--- src/rtl/alarm_arm_controller.sv ---
// Arming sequencer behind the alarm detector: exit/entry delays, instant zones, zone memory, siren blink.
// Optional siren timeout back to ARMED is enabled by defining ALARM_SIREN_TIMEOUT_EN.
//
// state        | meaning
// DISARMED (0) | idle, waiting for arm switch
// EXIT_DELAY(1)| occupant leaving, triggers ignored
// ARMED (2)    | watching for triggers
// ENTRY_DELAY(3)| delayed zone tripped, countdown to siren
// ALARM (4)    | siren blinking
module alarm_arm_controller #(
  parameter int unsigned TICK_DIV     = 100000000,
  parameter int unsigned EXIT_TICKS   = 10,
  parameter int unsigned ENTRY_TICKS  = 5,
  parameter int unsigned SIREN_TICKS  = 180,
  parameter logic [3:0]  INSTANT_MASK = 4'b1110
) (
  input  logic       clk,
  input  logic       rst_n,
  input  logic       m,
  input  logic       a,
  input  logic [3:0] sw,
  output logic       siren,
  output logic       armed_led,
  output logic       delay_led,
  output logic [3:0] zone,
  output logic [2:0] st
);

  localparam int unsigned MAX_AB    = (EXIT_TICKS > ENTRY_TICKS) ? EXIT_TICKS : ENTRY_TICKS;
  localparam int unsigned MAX_TICKS = (MAX_AB > SIREN_TICKS) ? MAX_AB : SIREN_TICKS;
  localparam int unsigned SEC_W     = $clog2(MAX_TICKS) + 1;
  localparam int unsigned TICK_W    = $clog2(TICK_DIV);

  localparam logic [TICK_W-1:0] TICK_LAST  = TICK_W'(TICK_DIV - 1);
  localparam logic [SEC_W-1:0]  SEC_MAX    = {SEC_W{1'b1}};
  // Expiry fires on the tick that would bring sec_cnt up to the limit, so N ticks last N*TICK_DIV cycles.
  localparam logic [SEC_W-1:0]  EXIT_LAST  = SEC_W'((EXIT_TICKS == 0) ? 0 : EXIT_TICKS - 1);
  localparam logic [SEC_W-1:0]  ENTRY_LAST = SEC_W'((ENTRY_TICKS == 0) ? 0 : ENTRY_TICKS - 1);
`ifdef ALARM_SIREN_TIMEOUT_EN
  localparam logic [SEC_W-1:0]  SIREN_LAST = SEC_W'((SIREN_TICKS == 0) ? 0 : SIREN_TICKS - 1);
`endif

  typedef enum logic [2:0] {
    S_DISARMED = 3'd0,
    S_EXIT     = 3'd1,
    S_ARMED    = 3'd2,
    S_ENTRY    = 3'd3,
    S_ALARM    = 3'd4
  } state_t;

  logic              r_m_meta, r_m_s;
  logic              r_a_meta, r_a_s;
  logic [3:0]        r_sw_meta, r_sw_s;
  state_t            r_state;
  logic [TICK_W-1:0] r_tick_cnt;
  logic [SEC_W-1:0]  r_sec_cnt;
  logic              r_siren, r_armed_led, r_delay_led;
  logic [3:0]        r_zone;

  state_t            w_next_state;
  logic              w_tick;
  logic              w_exit_done;
  logic              w_entry_done;
  logic              w_instant;
  logic              w_state_change;
  logic              w_siren_next, w_armed_next, w_delay_next;
  logic [3:0]        w_zone_next;

  always_ff @(posedge clk) begin
    if (!rst_n) begin
      r_m_meta  <= 1'b0;
      r_m_s     <= 1'b0;
      r_a_meta  <= 1'b0;
      r_a_s     <= 1'b0;
      r_sw_meta <= 4'd0;
      r_sw_s    <= 4'd0;
    end else begin
      r_m_meta  <= m;
      r_m_s     <= r_m_meta;
      r_a_meta  <= a;
      r_a_s     <= r_a_meta;
      r_sw_meta <= sw;
      r_sw_s    <= r_sw_meta;
    end
  end

  assign w_tick         = (r_tick_cnt == TICK_LAST);
  assign w_exit_done    = (EXIT_TICKS == 0) || (w_tick && (r_sec_cnt == EXIT_LAST));
  assign w_entry_done   = (ENTRY_TICKS == 0) || (w_tick && (r_sec_cnt == ENTRY_LAST));
  assign w_instant      = |(r_sw_s & INSTANT_MASK);
  assign w_state_change = (w_next_state != r_state);

  always_ff @(posedge clk) begin
    if (!rst_n) begin
      r_tick_cnt <= '0;
      r_sec_cnt  <= '0;
    end else if (w_state_change) begin
      r_tick_cnt <= '0;
      r_sec_cnt  <= '0;
    end else begin
      r_tick_cnt <= w_tick ? '0 : r_tick_cnt + TICK_W'(1);
      if (w_tick && (r_sec_cnt != SEC_MAX)) begin
        r_sec_cnt <= r_sec_cnt + SEC_W'(1);
      end
    end
  end

  always_ff @(posedge clk) begin
    if (!rst_n) begin
      r_state     <= S_DISARMED;
      r_siren     <= 1'b0;
      r_armed_led <= 1'b0;
      r_delay_led <= 1'b0;
      r_zone      <= 4'd0;
    end else begin
      r_state     <= w_next_state;
      r_siren     <= w_siren_next;
      r_armed_led <= w_armed_next;
      r_delay_led <= w_delay_next;
      r_zone      <= w_zone_next;
    end
  end

  always_comb begin
    w_next_state = r_state;
    if (!r_m_s) begin
      w_next_state = S_DISARMED;
    end else begin
      case (r_state)
        S_DISARMED: w_next_state = S_EXIT;
        S_EXIT: begin
          if (w_exit_done) w_next_state = S_ARMED;
        end
        S_ARMED: begin
          if (r_a_s) w_next_state = w_instant ? S_ALARM : S_ENTRY;
        end
        S_ENTRY: begin
          if ((r_a_s && w_instant) || w_entry_done) w_next_state = S_ALARM;
        end
        S_ALARM: begin
`ifdef ALARM_SIREN_TIMEOUT_EN
          if ((SIREN_TICKS == 0) || (w_tick && (r_sec_cnt == SIREN_LAST))) begin
            w_next_state = S_ARMED;
          end
`else
          w_next_state = S_ALARM;
`endif
        end
        default: w_next_state = S_DISARMED;
      endcase
    end
  end

  always_comb begin
    w_zone_next  = r_zone;
    w_siren_next = 1'b0;
    w_delay_next = 1'b0;
    w_armed_next = (w_next_state == S_ARMED) || (w_next_state == S_ENTRY) ||
                   (w_next_state == S_ALARM);
    // Zone is frozen on disarm so the record survives for inspection until re-arming.
    if (r_m_s) begin
      if (r_state == S_DISARMED) begin
        w_zone_next = 4'd0;
      end else if (r_a_s && ((r_state == S_ARMED) || (r_state == S_ENTRY) ||
                             (r_state == S_ALARM))) begin
        w_zone_next = r_zone | r_sw_s;
      end
    end
    if (w_next_state == S_ALARM) begin
      w_siren_next = w_state_change ? 1'b1 : (w_tick ? ~r_siren : r_siren);
    end
    if ((w_next_state == S_EXIT) || (w_next_state == S_ENTRY)) begin
      w_delay_next = w_state_change ? 1'b1 : (w_tick ? ~r_delay_led : r_delay_led);
    end
  end

  assign siren     = r_siren;
  assign armed_led = r_armed_led;
  assign delay_led = r_delay_led;
  assign zone      = r_zone;
  assign st        = r_state;

endmodule

--- config.mk ---
export PLATFORM = sky130hd
export DESIGN_NAME = alarm_arm_controller
export DESIGN_NICKNAME = d
export VERILOG_FILES = /design/src/rtl/alarm_arm_controller.sv
export SDC_FILE = /design/constraint.sdc
export NUM_CORES = 1
export LEC_CHECK = 0
export ABC_AREA = 1
export CORE_MARGIN = 3
export CORE_UTILIZATION = 55
export DETAILED_ROUTE_END_ITERATION = 12
export GPL_TIMING_DRIVEN = 0
export PLACE_DENSITY = 0.75
export SLEW_MARGIN = 10
export SYNTH_ARGS = -nofsm -noshare
export SYNTH_HDL_FRONTEND = slang
export SYNTH_SLANG_ARGS = --single-unit
--- constraint.sdc ---
create_clock -name clk -period 2.7 [get_ports clk]
set_clock_uncertainty 0.05 [all_clocks]
set_input_delay 0.54 -clock clk [delete_from_list [all_inputs] [get_ports clk]]
set_output_delay 0.54 -clock clk [all_outputs]
set_load 0.01 [all_outputs]
Yosys cells after proc, flatten, opt, wreduce, memory -nomap -nowiden
Index checks and enable logic that the tools add are counted.
{ "word_totals": {"register_bits": 58, "latch_bits": 0, "ram_bits": 0, "rom_bits": 0, "in_bits": 8, "output_inout_bits": 10, "word_cells": 64, "mem_count": 0} }
{ "classes": {"addsub": 2, "n_mul": 0, "div": 0, "magnitude_cmp": 0, "eq_ne": 13, "n_shift": 0, "n_mux": 12, "bitwise_logic": 4, "reduce_logical": 20} }
{ "ops": {"columns": ["operator", "n"], "rows": [
  ["$add A27 B1 Y27 const B", 1],
  ["$eq A27 B27 Y1 const B", 1],
  ["$mux W3", 5],
  ["$pmux W3 S5", 1],
  ["$eq A3 B2 Y1 const B", 4],
  ["$add A9 B1 Y9 const B", 1],
  ["$eq A9 B3 Y1 const B", 1],
  ["$eq A9 B4 Y1 const B", 1],
  ["$ne A9 B9 Y1 const B", 1],
  ["$mux W4", 2],
  ["$eq A3 B1 Y1 const B", 2],
  ["$eq A3 B3 Y1 const B", 2],
  ["$logic_or A1 B1 Y1", 6],
  ["$reduce_and A2 Y1", 3],
  ["$reduce_or A3 Y1", 2],
  ["$logic_and A1 B1 Y1", 5],
  ["$mux W1", 4],
  ["$or A4 B4 Y4", 1],
  ["$reduce_bool A2 Y1", 2],
  ["$logic_not A3 Y1", 1],
  ["$ne A3 B3 Y1", 1],
  ["$not A1 Y1", 3],
  ["$reduce_or A2 Y1", 1]
]} }

Depth between registers and ports, before layout
{ "logic_depth": {"depth_word": 9, "ltp_mapped": 16, "ltp_nobuf": 16} }

Least setup slack after synthesis
Ideal clock, no wire load.
{ "synth_path": {"path_kind": "reg2reg", "startpoint": "reg r_tick_cnt[0]", "endpoint": "reg r_tick_cnt[10]", "setup_ps": 61, "t_arrival_ps": 1911, "required_ps": 2589, "path_slack_ps": 677, "stages_incl_launch_ff": 17, "path_buffers": 1, "period_less_slack_ps": 2023, "cell_sequence": "dfxtp_1 ha_1 nand3_1 inv_2 nand2_4 nor2_4 nand3_2 nand2_1 nand2_1 nand2_2 nand2_2 nand2_2 nand2_4 nor2_8 nand3_4 buf_12 nor2_4"} }
{ "synth_via": {"elab_chain_len": 8, "elab_cells_between_ends": 11, "cone_classes": "1 x add/sub; 2 x eq/ne; 4 x mux; 4 x reduce/logical"} }
{ "synth_lines": {"columns": ["item", "line", "source"], "rows": [
  ["start, declared", "55", "logic [TICK_W-1:0] r_tick_cnt;"],
  ["start signal, assigned", "101", "r_tick_cnt <= w_tick ? '0 : r_tick_cnt + TICK_W'(1);"],
  ["$eq A27 B27 Y1", "87", "assign w_tick = (r_tick_cnt == TICK_LAST);"],
  ["$logic_and A1 B1 Y1", "89", "assign w_entry_done = (ENTRY_TICKS == 0) || (w_tick && (r_sec_cnt == ENTRY_LAST));"],
  ["$logic_or A1 B1 Y1", "138", "if ((r_a_s && w_instant) || w_entry_done) w_next_state = S_ALARM;"],
  ["$mux W3", "138", null],
  ["$pmux W3 S5", "129", "case (r_state)"],
  ["$mux W3", "126", "if (!r_m_s) begin"],
  ["$ne A3 B3 Y1", "91", "assign w_state_change = (w_next_state != r_state);"],
  ["$reduce_or A3 Y1 (no line)", null, null]
]} }
Parallel ways exist; a longest one is shown, timed or not.
A chain may end at the register's enable or synchronous reset.

Worst setup path in the final report
{ "layout_path": {"startpoint": "reg r_tick_cnt[0]", "endpoint": "reg r_sec_cnt[7]"} }
{ "layout_via": {"elab_chain_len": 8, "elab_cells_between_ends": 11, "cone_classes": "2 x eq/ne; 4 x mux; 5 x reduce/logical"} }
{ "layout_lines": {"columns": ["item", "line", "source"], "rows": [
  ["$eq A27 B27 Y1 (*)", "87", null],
  ["$logic_and A1 B1 Y1", "89", null],
  ["$logic_or A1 B1 Y1", "138", null],
  ["$mux W3", "138", null],
  ["$pmux W3 S5", "129", null],
  ["$mux W3", "126", null],
  ["$ne A3 B3 Y1", "91", null],
  ["$reduce_or A2 Y1 (no line)", null, null],
  ["end signal, assigned", "103", "r_sec_cnt <= r_sec_cnt + SEC_W'(1);"],
  ["end, declared", "56", "logic [SEC_W-1:0] r_sec_cnt;"]
]} }
Every way passes the cells marked *; elsewhere a longest branch is shown, timed or not.

==> impl_metrics.env <==
export IMPL_met3_length_um=237
export IMPL_drive_gt1_share_pct=16.7
export IMPL_wire_per_inst_um=10.6
export IMPL_worstHoldStart="r_sw_meta[2]"
export IMPL_hold_depth=2
export IMPL_wl_um=5200
export IMPL_ys_flop_type="dfxtp_1"
export IMPL_fill_cells=439
export IMPL_die_area_um2=6470
export IMPL_netlist_area_um2=3050
export IMPL_synthDistinctLibCells=33
export IMPL_setup_tns_ns=0
export IMPL_timing_critical_path_from="r_tick_cnt[0]"
export IMPL_fmax_mhz=438
export IMPL_core_area_um2=5240
export IMPL_cts_made_buffers=9
export IMPL_clock_root_buffer="clkbuf_8"
export IMPL_drc=0
export IMPL_wl_met1_um=2470
export IMPL_first_pass_iters=4
export IMPL_post_cts_buffers=0
export IMPL_hpwl_um=3850
export IMPL_min_path_type="flop to flop"
export IMPL_netlist_instances=387
export IMPL_cap_violations=0
export IMPL_crit_type="flop to flop"
export IMPL_layout_cells_most_common="inv_1"
export IMPL_cts_buffer_depth=2
export IMPL_syn_to_final_growth_pct=16.6
export IMPL_clk_latency_ns=0.34
export IMPL_rsz0062_at_grt="no"
export IMPL_synth_seq_cells=58
export IMPL_ant_nets=0
export IMPL_grt_pass1_wl_um=9620
export IMPL_hold_violations=0
export IMPL_cp_arrival_ns=2.47
export IMPL_rr_startpoint="r_tick_cnt[0]"
export IMPL_clock_sinks=58
export IMPL_seq_area_um2=1160
export IMPL_met2WireLength_um=2360
export IMPL_crit_fanout=7
export IMPL_htreeDepth=3
export IMPL_syn_nets=400
export IMPL_seq_area_frac_synth_pct=38.1
export IMPL_slew_headroom_pct=68.7
export IMPL_avgSynthCellArea_um2=7.88
export IMPL_yosysWarnings=0
export IMPL_fin_cells=490
export IMPL_outcome="finished clean"
export IMPL_grt_use_total_pct=19.3
export IMPL_p_leak_nw=1.40
export IMPL_synth_edf_count=0
export IMPL_placedInstanceArea_um2=3310
export IMPL_design_area_um2=3550
export IMPL_grt_ovfl_total=0
export IMPL_grt_pass1_vias=2248
export IMPL_power_density_nw_per_um2=553
export IMPL_grt_max_degree=13
export IMPL_gp_congestion=0.868
export IMPL_rows=26
export IMPL_slew_violations=0
export IMPL_async_reset_ff_share_pct=0
export IMPL_setup_viol=0
export IMPL_cts_resized_gates=0
export IMPL_port_buffers=17
export IMPL_end_kind="flop"
export IMPL_ir_drop_uv=494
export IMPL_vias=2323
export IMPL_clk_pin_slew_ns=0.07
export IMPL_initialDrtViolationCount=115
export IMPL_cts_tree="built"
export IMPL_antenna_cells=0
export IMPL_fp_dieH_um=80.4
export IMPL_cts_hold_buf=0
export IMPL_start_util_pct=58.2
export IMPL_min_period_ns=2.28
export IMPL_die_x_um=80.4
export IMPL_multi_input_area_um2=1550
export IMPL_dp_cells=474
export IMPL_antenna_found_initial=0
export IMPL_cp_required_ns=2.89
export IMPL_final_nets=428
export IMPL_worst_slew_pin_slew_ns=0.466
export IMPL_rr_worst_depth=13
export IMPL_via_per_inst=4.74
export IMPL_ios=18
export IMPL_start_kind="flop"
export IMPL_period_share_pct=84.5
export IMPL_power_mw=1.97
export IMPL_dr_max_layer_used="met4"
export IMPL_final_cell_mix="70 x inv_1, 58 x dfxtp_1, 55 x nor2_1"
per-stage QoR:
| step | setup slack, ns | hold WS (ns) | util [%] |
|---|---|---|---|
| finish | 0.418 | 0.364 | 67.9 |
| global route | 0.0980 | 0.384 | 67.9 |
| CTS | 0.388 | 0.366 | 67.9 |
| detailed placement | 0.399 | 0.349 | 63.1 |
| global placement | 0.416 | 0.342 | 63.1 |
| floorplan | 0.677 | 0.340 | - |
metal layers:
metal | vias up | global-route usage [%]
met1 | 1031 | 24.6
li1 | 1242 | -
met2 | 40 | 30.4
met5 | - | 0
met3 | 10 | 4.71
met4 | 0 | 9.46
path summary, 6_finish.rpt:
path / endpoint / slack (ns)
max: r_sec_cnt[7] / 0.42
min: r_sw_s[2] / 0.36
max reg2reg: r_sec_cnt[7] / 0.42
min reg2reg: r_sw_s[2] / 0.36
flip-flops by register name, summed over array words and instances, names as in the netlist, 3 cells and up:
name and flops:
r_sw_meta 4, r_sw_s 4, r_tick_cnt 27, st 3
r_sec_cnt 9, zone 4
kinds of logic (layout without fill, tap and decap cells):
kind of cell / Yosys count / after routing / synth area share [%]
AO/OA/AOI/OAI: 12 / 12 / 2.18
flip-flops: 58 / 58 / 38.1
buffers and inverters: 77 / 110 / 11.0
adder cells (fa/ha/maj): 5 / 5 / 2.05
XOR/XNOR: 32 / 32 / 9.20
AND/OR/NAND/NOR: 203 / 203 / 37.5
power by group:
group / internal (mW) / switching, mW / total (mW)
Clock: 0.622 / 0.383 / 1.01
Sequential: 0.868 / 0.00680 / 0.875
Combinational: 0.0355 / 0.0501 / 0.0855
final cells by class:
cell class	instances	area share (%)
Sequential cell	58	32.7
Buffer	5	1.80
Clock buffer	9	3.48
Multi-Input combinational cell	252	43.7
Timing Repair Buffer	17	4.79
Inverter	72	7.60
Clock inverter	7	3.52
Tap cell	70	2.46
worst max-delay path, stage by stage (launching register included):
cell and delay, ns:
dfxtp_1 0.39, ha_1 0.21, nand3_1 0.17, inv_2 0.11, nand2_4 0.08, nor2_4 0.12, nand2_1 0.12, nor2_2 0.26
nand2_1 0.15, nor2_1 0.17, nand3_1 0.10, xor2_1 0.15, inv_1 0.05, nor2_1 0.03
cells in the mapped netlist, types with 2 or more instances:
library cell | n | area [um2]
inv_1 | 70 | 263
dfxtp_1 | 58 | 1160
nor2_1 | 55 | 206
nand2_1 | 54 | 203
xor2_1 | 25 | 219
nor2_4 | 24 | 270
nand3_1 | 19 | 95.1
nor3_1 | 12 | 60.1
nand2_2 | 11 | 68.8
a21oi_1 | 7 | 35.0
nand4_1 | 7 | 43.8
xnor2_1 | 7 | 61.3
ha_1 | 5 | 62.6
nand3_2 | 4 | 40.0
nand2_4 | 3 | 33.8
nor2_2 | 3 | 18.8
nor4_1 | 3 | 18.8
buf_12 | 2 | 40.0
inv_2 | 2 | 7.51
nand3b_1 | 2 | 15.0
o21ai_0 | 2 | 10.0
No activity file was read; power rests on OpenSTA's default activity.
